<file path="src/rtl/control_fsm.sv">
// Multi-cycle RV32I control unit: sequences fetch/decode/execute/memory/writeback
// and drives datapath selects and write enables combinationally from the current state.
module control_fsm #(
    parameter bit HALT_ON_ILLEGAL = 1'b1
) (
    input  logic        clk,
    input  logic        rst,
    input  logic [31:0] instr_to_fsm,
    input  logic        t_branch,
    output logic        pc_write,
    output logic        pc_write_ctrl,
    output logic        ir_write,
    output logic        mdr_write,
    output logic        mem_write,
    output logic        reg_write,
    output logic        addrsrc_ctrl,
    output logic        alu_in1_ctrl,
    output logic        alu_in2_ctrl,
    output logic [2:0]  imm_ctrl,
    output logic [3:0]  alu_ctrl,
    output logic [1:0]  regwrite_ctrl,
    output logic        halted
);

    localparam int unsigned OPC_W = 7;
    localparam int unsigned ALU_W = 4;
    localparam int unsigned IMM_W = 3;

    localparam logic [OPC_W-1:0] OP_R      = 7'b0110011;
    localparam logic [OPC_W-1:0] OP_I      = 7'b0010011;
    localparam logic [OPC_W-1:0] OP_LUI    = 7'b0110111;
    localparam logic [OPC_W-1:0] OP_AUIPC  = 7'b0010111;
    localparam logic [OPC_W-1:0] OP_JALR   = 7'b1100111;
    localparam logic [OPC_W-1:0] OP_LOAD   = 7'b0000011;
    localparam logic [OPC_W-1:0] OP_STORE  = 7'b0100011;
    localparam logic [OPC_W-1:0] OP_BRANCH = 7'b1100011;
    localparam logic [OPC_W-1:0] OP_JAL    = 7'b1101111;
    localparam logic [OPC_W-1:0] OP_FENCE  = 7'b0001111;

    localparam logic [IMM_W-1:0] IMM_I = 3'b000;
    localparam logic [IMM_W-1:0] IMM_S = 3'b001;
    localparam logic [IMM_W-1:0] IMM_B = 3'b010;
    localparam logic [IMM_W-1:0] IMM_U = 3'b011;
    localparam logic [IMM_W-1:0] IMM_J = 3'b100;

    localparam logic [ALU_W-1:0] ALU_ADD     = 4'h0;
    localparam logic [ALU_W-1:0] ALU_SUB     = 4'h1;
    localparam logic [ALU_W-1:0] ALU_SLL     = 4'h2;
    localparam logic [ALU_W-1:0] ALU_SLT     = 4'h3;
    localparam logic [ALU_W-1:0] ALU_SLTU    = 4'h4;
    localparam logic [ALU_W-1:0] ALU_XOR     = 4'h5;
    localparam logic [ALU_W-1:0] ALU_SRL     = 4'h6;
    localparam logic [ALU_W-1:0] ALU_SRA     = 4'h7;
    localparam logic [ALU_W-1:0] ALU_OR      = 4'h8;
    localparam logic [ALU_W-1:0] ALU_AND     = 4'h9;
    localparam logic [ALU_W-1:0] ALU_PASS_B  = 4'hA;
    localparam logic [ALU_W-1:0] ALU_CMP_EQ  = 4'hB;
    localparam logic [ALU_W-1:0] ALU_CMP_LT  = 4'hC;
    localparam logic [ALU_W-1:0] ALU_CMP_LTU = 4'hD;

    typedef enum logic [3:0] {
        S_FETCH, S_DECODE, S_EXEC_R, S_EXEC_I, S_EXEC_U, S_EXEC_JALR,
        S_MEM_ADDR, S_MEM_READ, S_MEM_WB, S_MEM_WRITE, S_ALU_WB,
        S_BRANCH, S_JUMP, S_HALT
    } state_t;

    state_t state, next_state;

    logic [OPC_W-1:0] opcode;
    logic [2:0]       funct3;
    logic             funct7_5;
    logic [ALU_W-1:0] alu_func;
    logic             unused_instr_bits;

    assign opcode            = instr_to_fsm[6:0];
    assign funct3            = instr_to_fsm[14:12];
    assign funct7_5          = instr_to_fsm[30];
    assign unused_instr_bits = ^{instr_to_fsm[31], instr_to_fsm[29:15], instr_to_fsm[11:7]};

    always_ff @(posedge clk) begin
        if (rst) state <= S_FETCH;
        else     state <= next_state;
    end

    // Arithmetic op from funct3/funct7; SUB only exists in the register form.
    always_comb begin
        alu_func = ALU_ADD;
        case (funct3)
            3'b000:  alu_func = (opcode == OP_R && funct7_5) ? ALU_SUB : ALU_ADD;
            3'b001:  alu_func = ALU_SLL;
            3'b010:  alu_func = ALU_SLT;
            3'b011:  alu_func = ALU_SLTU;
            3'b100:  alu_func = ALU_XOR;
            3'b101:  alu_func = funct7_5 ? ALU_SRA : ALU_SRL;
            3'b110:  alu_func = ALU_OR;
            default: alu_func = ALU_AND;
        endcase
    end

    always_comb begin
        next_state    = state;
        pc_write      = 1'b0;
        pc_write_ctrl = 1'b0;
        ir_write      = 1'b0;
        mdr_write     = 1'b0;
        mem_write     = 1'b0;
        reg_write     = 1'b0;
        addrsrc_ctrl  = 1'b0;
        alu_in1_ctrl  = 1'b0;
        alu_in2_ctrl  = 1'b0;
        imm_ctrl      = IMM_I;
        alu_ctrl      = ALU_ADD;
        regwrite_ctrl = 2'b00;
        halted        = 1'b0;

        case (state)
            S_FETCH: begin
                ir_write   = 1'b1;
                pc_write   = 1'b1;
                next_state = S_DECODE;
            end
            // Precompute old_pc + imm as the branch/JAL target while dispatching.
            S_DECODE: begin
                alu_in1_ctrl = 1'b1;
                alu_in2_ctrl = 1'b1;
                imm_ctrl     = (opcode == OP_JAL) ? IMM_J : IMM_B;
                case (opcode)
                    OP_R:             next_state = S_EXEC_R;
                    OP_I:             next_state = S_EXEC_I;
                    OP_LUI, OP_AUIPC: next_state = S_EXEC_U;
                    OP_JALR:          next_state = S_EXEC_JALR;
                    OP_LOAD, OP_STORE: next_state = S_MEM_ADDR;
                    OP_BRANCH:        next_state = S_BRANCH;
                    OP_JAL:           next_state = S_JUMP;
                    OP_FENCE:         next_state = S_FETCH;
                    default:          next_state = HALT_ON_ILLEGAL ? S_HALT : S_FETCH;
                endcase
            end
            S_EXEC_R: begin
                alu_ctrl   = alu_func;
                next_state = S_ALU_WB;
            end
            S_EXEC_I: begin
                alu_in2_ctrl = 1'b1;
                imm_ctrl     = IMM_I;
                alu_ctrl     = alu_func;
                next_state   = S_ALU_WB;
            end
            S_EXEC_U: begin
                alu_in2_ctrl = 1'b1;
                imm_ctrl     = IMM_U;
                if (opcode == OP_AUIPC) begin
                    alu_in1_ctrl = 1'b1;
                    alu_ctrl     = ALU_ADD;
                end else begin
                    alu_ctrl     = ALU_PASS_B;
                end
                next_state = S_ALU_WB;
            end
            S_EXEC_JALR: begin
                alu_in2_ctrl = 1'b1;
                imm_ctrl     = IMM_I;
                next_state   = S_JUMP;
            end
            S_ALU_WB: begin
                reg_write  = 1'b1;
                next_state = S_FETCH;
            end
            S_MEM_ADDR: begin
                alu_in2_ctrl = 1'b1;
                imm_ctrl     = (opcode == OP_LOAD) ? IMM_I : IMM_S;
                next_state   = (opcode == OP_LOAD) ? S_MEM_READ : S_MEM_WRITE;
            end
            S_MEM_READ: begin
                addrsrc_ctrl = 1'b1;
                mdr_write    = 1'b1;
                next_state   = S_MEM_WB;
            end
            S_MEM_WB: begin
                reg_write     = 1'b1;
                regwrite_ctrl = 2'b01;
                next_state    = S_FETCH;
            end
            S_MEM_WRITE: begin
                addrsrc_ctrl = 1'b1;
                mem_write    = 1'b1;
                next_state   = S_FETCH;
            end
            // funct3[0] inverts the sense of the compare (BNE/BGE/BGEU).
            S_BRANCH: begin
                case (funct3[2:1])
                    2'b00:   alu_ctrl = ALU_CMP_EQ;
                    2'b10:   alu_ctrl = ALU_CMP_LT;
                    2'b11:   alu_ctrl = ALU_CMP_LTU;
                    default: alu_ctrl = ALU_ADD;
                endcase
                if (funct3[2:1] == 2'b01) begin
                    next_state = HALT_ON_ILLEGAL ? S_HALT : S_FETCH;
                end else begin
                    pc_write      = t_branch ^ funct3[0];
                    pc_write_ctrl = 1'b1;
                    next_state    = S_FETCH;
                end
            end
            S_JUMP: begin
                pc_write      = 1'b1;
                pc_write_ctrl = 1'b1;
                reg_write     = 1'b1;
                regwrite_ctrl = 2'b10;
                next_state    = S_FETCH;
            end
            S_HALT: begin
                halted     = 1'b1;
                next_state = S_HALT;
            end
            default: next_state = S_FETCH;
        endcase

        // No architectural side effects while reset is held.
        if (rst) begin
            pc_write  = 1'b0;
            ir_write  = 1'b0;
            mdr_write = 1'b0;
            mem_write = 1'b0;
            reg_write = 1'b0;
        end
    end

endmodule

</file>
<file path="config.mk">
export PLATFORM = sky130hd
export DESIGN_NAME = control_fsm
export DESIGN_NICKNAME = d
export VERILOG_FILES = /design/src/rtl/control_fsm.sv
export SDC_FILE = /design/constraint.sdc
export NUM_CORES = 1
export LEC_CHECK = 0
export CORE_AREA = 2 2 52 54
export DETAILED_ROUTE_END_ITERATION = 8
export DIE_AREA = 0 0 54 56
export PLACE_DENSITY = 0.8
export SYNTH_ARGS = -nofsm -noshare
export SYNTH_HDL_FRONTEND = slang
export SYNTH_SLANG_ARGS = --single-unit
</file>
<file path="constraint.sdc">
create_clock -name clk -period 1.86 [get_ports clk]
set_clock_uncertainty 0.05 [all_clocks]
set_input_delay 0.372 -clock clk [delete_from_list [all_inputs] [get_ports clk]]
set_output_delay 0.372 -clock clk [all_outputs]
set_load 0.1 [all_outputs]
</file>
Yosys cells after proc, flatten, opt, wreduce, memory -nomap -nowiden
Index checks and enable logic that the tools add are counted.
Widths: inputs -> output; s select.

word-level totals
  bits of input ports = 35
  flip-flop bits (word level) = 4

operators by class
  reductions and logical operators = 12
  multiplexer cells = 32
  bitwise logic cells = 1
  eq/ne operators = 32

operators with widths
  kind                count
  $pmux 4 s8          2
  $pmux 4 s7          1
  $eq 4x4->1 const B  6
  $pmux 4 s3          2
  $eq 7x6->1 const B  3
  $eq 7x7->1 const B  3
  $mux 1              18
  $eq 4x3->1 const B  4
  $eq 7x5->1 const B  2
  $mux 4              3
  $reduce_or 2->1     5
  $eq 3x3->1 const B  3
  $pmux 3 s3          1
  $eq 4x2->1 const B  2
  $eq 7x2->1 const B  1
  $eq 7x4->1 const B  1
  $eq 3x2->1 const B  2
  $pmux 1 s2          3
  $reduce_or 3->1     2
  $reduce_or 5->1     1
  $eq 2x2->1 const B  2
  $eq 4x1->1 const B  1
  $logic_not 4->1     1
  $pmux 2 s2          1
  7 further kinds     7

Logic depth before layout (Yosys ltp)
  word-level depth = 5
  mapped depth = 6

Worst setup path after synthesis
No wires, ideal clock.

  path type = reg2out
  start = reg state[1]
  end = out ir_write
  cell stages (with the launch flop) = 5
  required time = 1438 ps
  data arrival time = 3839 ps
  path buffers = 2
  path slack = -2401 ps
  cells stage by stage = dfxtp_1 buf_6 clkbuf_1 nor2_1 nor4b_1

between the ends
  cells in the longest elaborated chain, start to end = 3

ends and longest elaborated chain
  item                    line  text
  from (decl)             67    state_t state, next_state;
  from (signal assigned)  82    else state <= next_state;
  $logic_not 4->1         116   case (state)
  $mux 1                  116
  $mux 1                  220   if (rst) begin
  to (decl)               12    output logic ir_write,

No other way between the ends.

Final worst setup path
  start = reg state[3]
  end = out alu_ctrl[1]

between the ends
  cells in the longest elaborated chain, start to end = 3
  elaborated cells on any way between the ends = 6

ends and longest elaborated chain
  item                              line  text
  $eq 4x2->1                        116
  $reduce_or 2->1 (no source line)  n/a
  $pmux 4 s3 (*)                    116
  to (decl)                         20    output logic [3:0] alu_ctrl,

Every way passes the cells marked *; elsewhere a longest branch is shown, timed or not.

==> qor.txt <==
status = finished, violations left
failing checks = negative setup slack
via count = 1,302
core box area = 2432 µm²
CTS tree = yes
Slew HR = 0.7864
IO buf count = 32
Syn Nets = 165
CP endpoint = alu_ctrl[1]
post-synthesis sequential area ratio = 0.09581
P_int = 1333 µW
synth top area cells = dfxtp_1 9.6%, ha_1 6.0%, a21oi_1 5.4%, nand2_1 4.5%, nand2b_1 4.5%
hold_buf cts = 0
Layout area overhead = 151.3%
# setup viols final = 9
dpl hpwl = 2.600 mm
yosys warns = 0
VDD IR-drop max = 1.497 mV
clk root buf = clkbuf_4
post-synthesis cell count = 126
Fillers = 108
Worst Max-Slew Pin Slew = 0.3201 ns
EDFF count, synth = 0
GRT Residual Overflow = 0
critical-path cell list = nand2b_4, or3_4, o221ai_4, buf_12
first-pass GRT wire length = 6.210 mm
initial antenna violation count = 0
WL/cell = 16.96 µm
cell row count = 18
Syn Area/Cell = 6.633 µm²
Largest Register = state
#FFs+latches synth = 4
FF-to-FF End = state[0]
Largest regs = state: 4 flops
global-route usage over all layers = 0.2691
CP max stage cell = or3_4
Tcrit/Tclk final = 1.057
CTS H-Tree Depth = 1
diodes inserted = 0
post-DR vias/cell = 5.711
synthesized area = 835.8 µm²
die area = 3024 µm²
multi-input logic area = 1039 µm²
Crit Path Max Fanout = 6
Setup TNS = -0.3240 ns
Crit path depth = 4
chip width = 54 µm
1st-iter DRT viols = 32
final hold violation count = 0
final instance count without filler cells = 228
Longest Clk Path Bufs = 2
vias in the first global route = 1,343
Reg-to-Reg Start = state[3]
hold crit path type = primary input to flip-flop
dpl cells = 212
Comb pwr share = 0.897
post-synth top area cell = dfxtp_1
CP Launch Type = flip-flop
Die H = 56 µm
Reg area = 92.59 µm²
CP delay by family, top = simple AND/OR/NAND/NOR gates
unrepaired setup endpoints after global routing = true
Pleak = 0.0008474 µW
P per Cell Area = 1479 nW/µm²
max reg flops = 4
DRT Pass-1 Iters = 4
io pins = 54
RePlAce Congestion = 0.8616
setup slack after layout = -0.1054 ns
number of CTS-inserted buffers = 3
share of cells above drive strength 1 = 0.6919
wirelength, routed = 3.868 mm
Worst-Skew Late Latency = 0.24 ns
Sw Ratio = 0.5708
Yosys cell types = 44
Clk network pwr share = 0.036
reg2reg path depth = 5
Worst-path clk slew = 0.04 ns
Buf/Inv on CP = 1
reported max-cap violation count = 0
CP startpoint = state[3]
NetSw = 1773 µW
critical path arrival = 1.54 ns
reg2reg setup slack = 0.22 ns
Synth top area share = 0.09581
critical path class = flip-flop to output pin
pin count of the biggest net entering global routing = 13
Flop pwr share = 0.067
Achievable Freq = 508.8 MHz
required time of the critical path = 1.44 ns
FFs w/ async S/R, synth = 0
Starting Density = 0.3436
final net count = 239
Largest stage delay, worst path = 0.38 ns
CP endpoint kind = output pin
clock net sink count = 4
Slew Limit Fails = 0
fin crit period = 1.965 ns
DRC viols = 0
Synth Flop Type = dfxtp_1
post-route ant nets = 0
-- repair_timing --
item / 4_1_cts / 5_1_grt
endpoints found under the setup margin: 18 / 14
buffers inserted: 9 / 4
gates resized for setup: 61 / 13
pin swaps: 13 / 8
hold endpoints to repair: 0 / 0
-- cells in the final DEF (no fill, tap or decap), types with 2 or more instances in the layout --
master / netlist / layout
dlygate4sd2_1: 0 / 3
nand3_1: 6 / 5
nand2_1: 10 / 6
nand4b_1: 3 / 3
o21ai_2: 0 / 2
ha_1: 4 / 2
nand2b_1: 6 / 3
a21oi_2: 1 / 4
nor3_4: 0 / 7
buf_4: 0 / 44
buf_12: 0 / 20
buf_6: 1 / 4
a21o_1: 3 / 3
ha_4: 0 / 2
nand2_2: 0 / 3
nand4_1: 2 / 2
a31oi_1: 3 / 3
inv_1: 6 / 2
inv_2: 0 / 3
xor2_1: 2 / 2
o22ai_1: 3 / 2
clkdlybuf4s15_2: 0 / 2
dfxtp_4: 0 / 3
nand2b_4: 0 / 3
nor2b_1: 3 / 2
clkbuf_4: 0 / 3
nor2_4: 0 / 8
a21oi_1: 9 / 5
buf_2: 4 / 5
-- synth_stat cells (2+ instances only) --
cell,count
and2_1,2
xor2_1,2
a21oi_1,9
o21ai_0,5
or3_1,2
dfxtp_1,4
nand4_1,2
nor3_1,7
o22ai_1,3
buf_2,4
o221ai_1,2
nand4b_1,3
nand3_1,6
clkbuf_1,7
inv_1,6
a21o_1,3
nand2b_1,6
a31oi_1,3
nor2b_1,3
nor2_1,10
a32oi_1,2
nand2_1,10
ha_1,4
-- worst min-delay path by stage --
stage | from | endpoint | slack (ns) | cells after the start
after global routing | instr_to_fsm[0] | state[3] | 0.57 | 4
after global placement | state[0] | state[2] | 0.66 | 3
final | instr_to_fsm[0] | state[3] | 0.55 | 4
after CTS | instr_to_fsm[0] | state[3] | 0.55 | 4
after floorplan | instr_to_fsm[4] | state[2] | 0.53 | 3
after detailed placement | state[0] | state[2] | 0.67 | 3
-- power groups by stage --
stage | registers, µW | clock network, µW | logic, µW
3_3_place_gp | 197 | 0 | 2480
2_1_floorplan | 137 | 0 | 1820
4_1_cts | 203 | 116 | 2660
5_1_grt | 212 | 119 | 2890
3_5_place_dp | 198 | 0 | 2520
6_report | 208 | 112 | 2790
-- kinds of logic (layout without fill, tap and decap cells) --
group,count (synthesis),after routing,share of synthesized area
AND/OR/NAND/NOR,61,61,0.4162
AO/OA/AOI/OAI,34,34,0.2755
buffers and inverters,18,90,0.09581
adder cells (fa/ha/maj),4,4,0.05988
flip-flops,4,4,0.09581
XOR/XNOR,3,3,0.03144
multiplexers,2,2,0.02545
-- per-layer routing --
metal | vias up | GRT usage | wire length, µm
met5 | - | 0 | 0
met4 | 0 | 0.1143 | 107
met3 | 13 | 0.01882 | 119
met2 | 52 | 0.4826 | 2129
met1 | 625 | 0.3127 | 1512
li1 | 612 | - | -
-- layout make-up --
cell class | count | share of cell area
clock buffers | 3 | 0.01072
repair buffers | 81 | 0.4211
well taps | 30 | 0.01787
flip-flops and latches | 4 | 0.04407
multi-input cells | 104 | 0.4943
inverters | 6 | 0.01191
-- metrics by stage --
stage	setup WS, ns	instance area [µm²]	utilization	total power, µW	hold slack (ns)
floorplan	-0.4847	1164	-	1956	0.5261
global placement	-0.3758	1867	0.7675	2676	0.6592
detailed placement	-0.4232	1867	0.7675	2715	0.6691
CTS	-0.09877	2039	0.8385	2975	0.5532
global route	-0.1293	2101	0.8637	3222	0.5679
finish	-0.1054	2101	0.8637	3107	0.5484
-- worst reg2reg max path, cell delays in order, from the launching register on --
cell and delay (ns):
dfxtp_4 0.36, or4b_4 0.55, buf_4 0.17, a31oi_1 0.16
o311ai_1 0.13, o22ai_1 0.14
No activity file was read; power rests on OpenSTA's default activity.
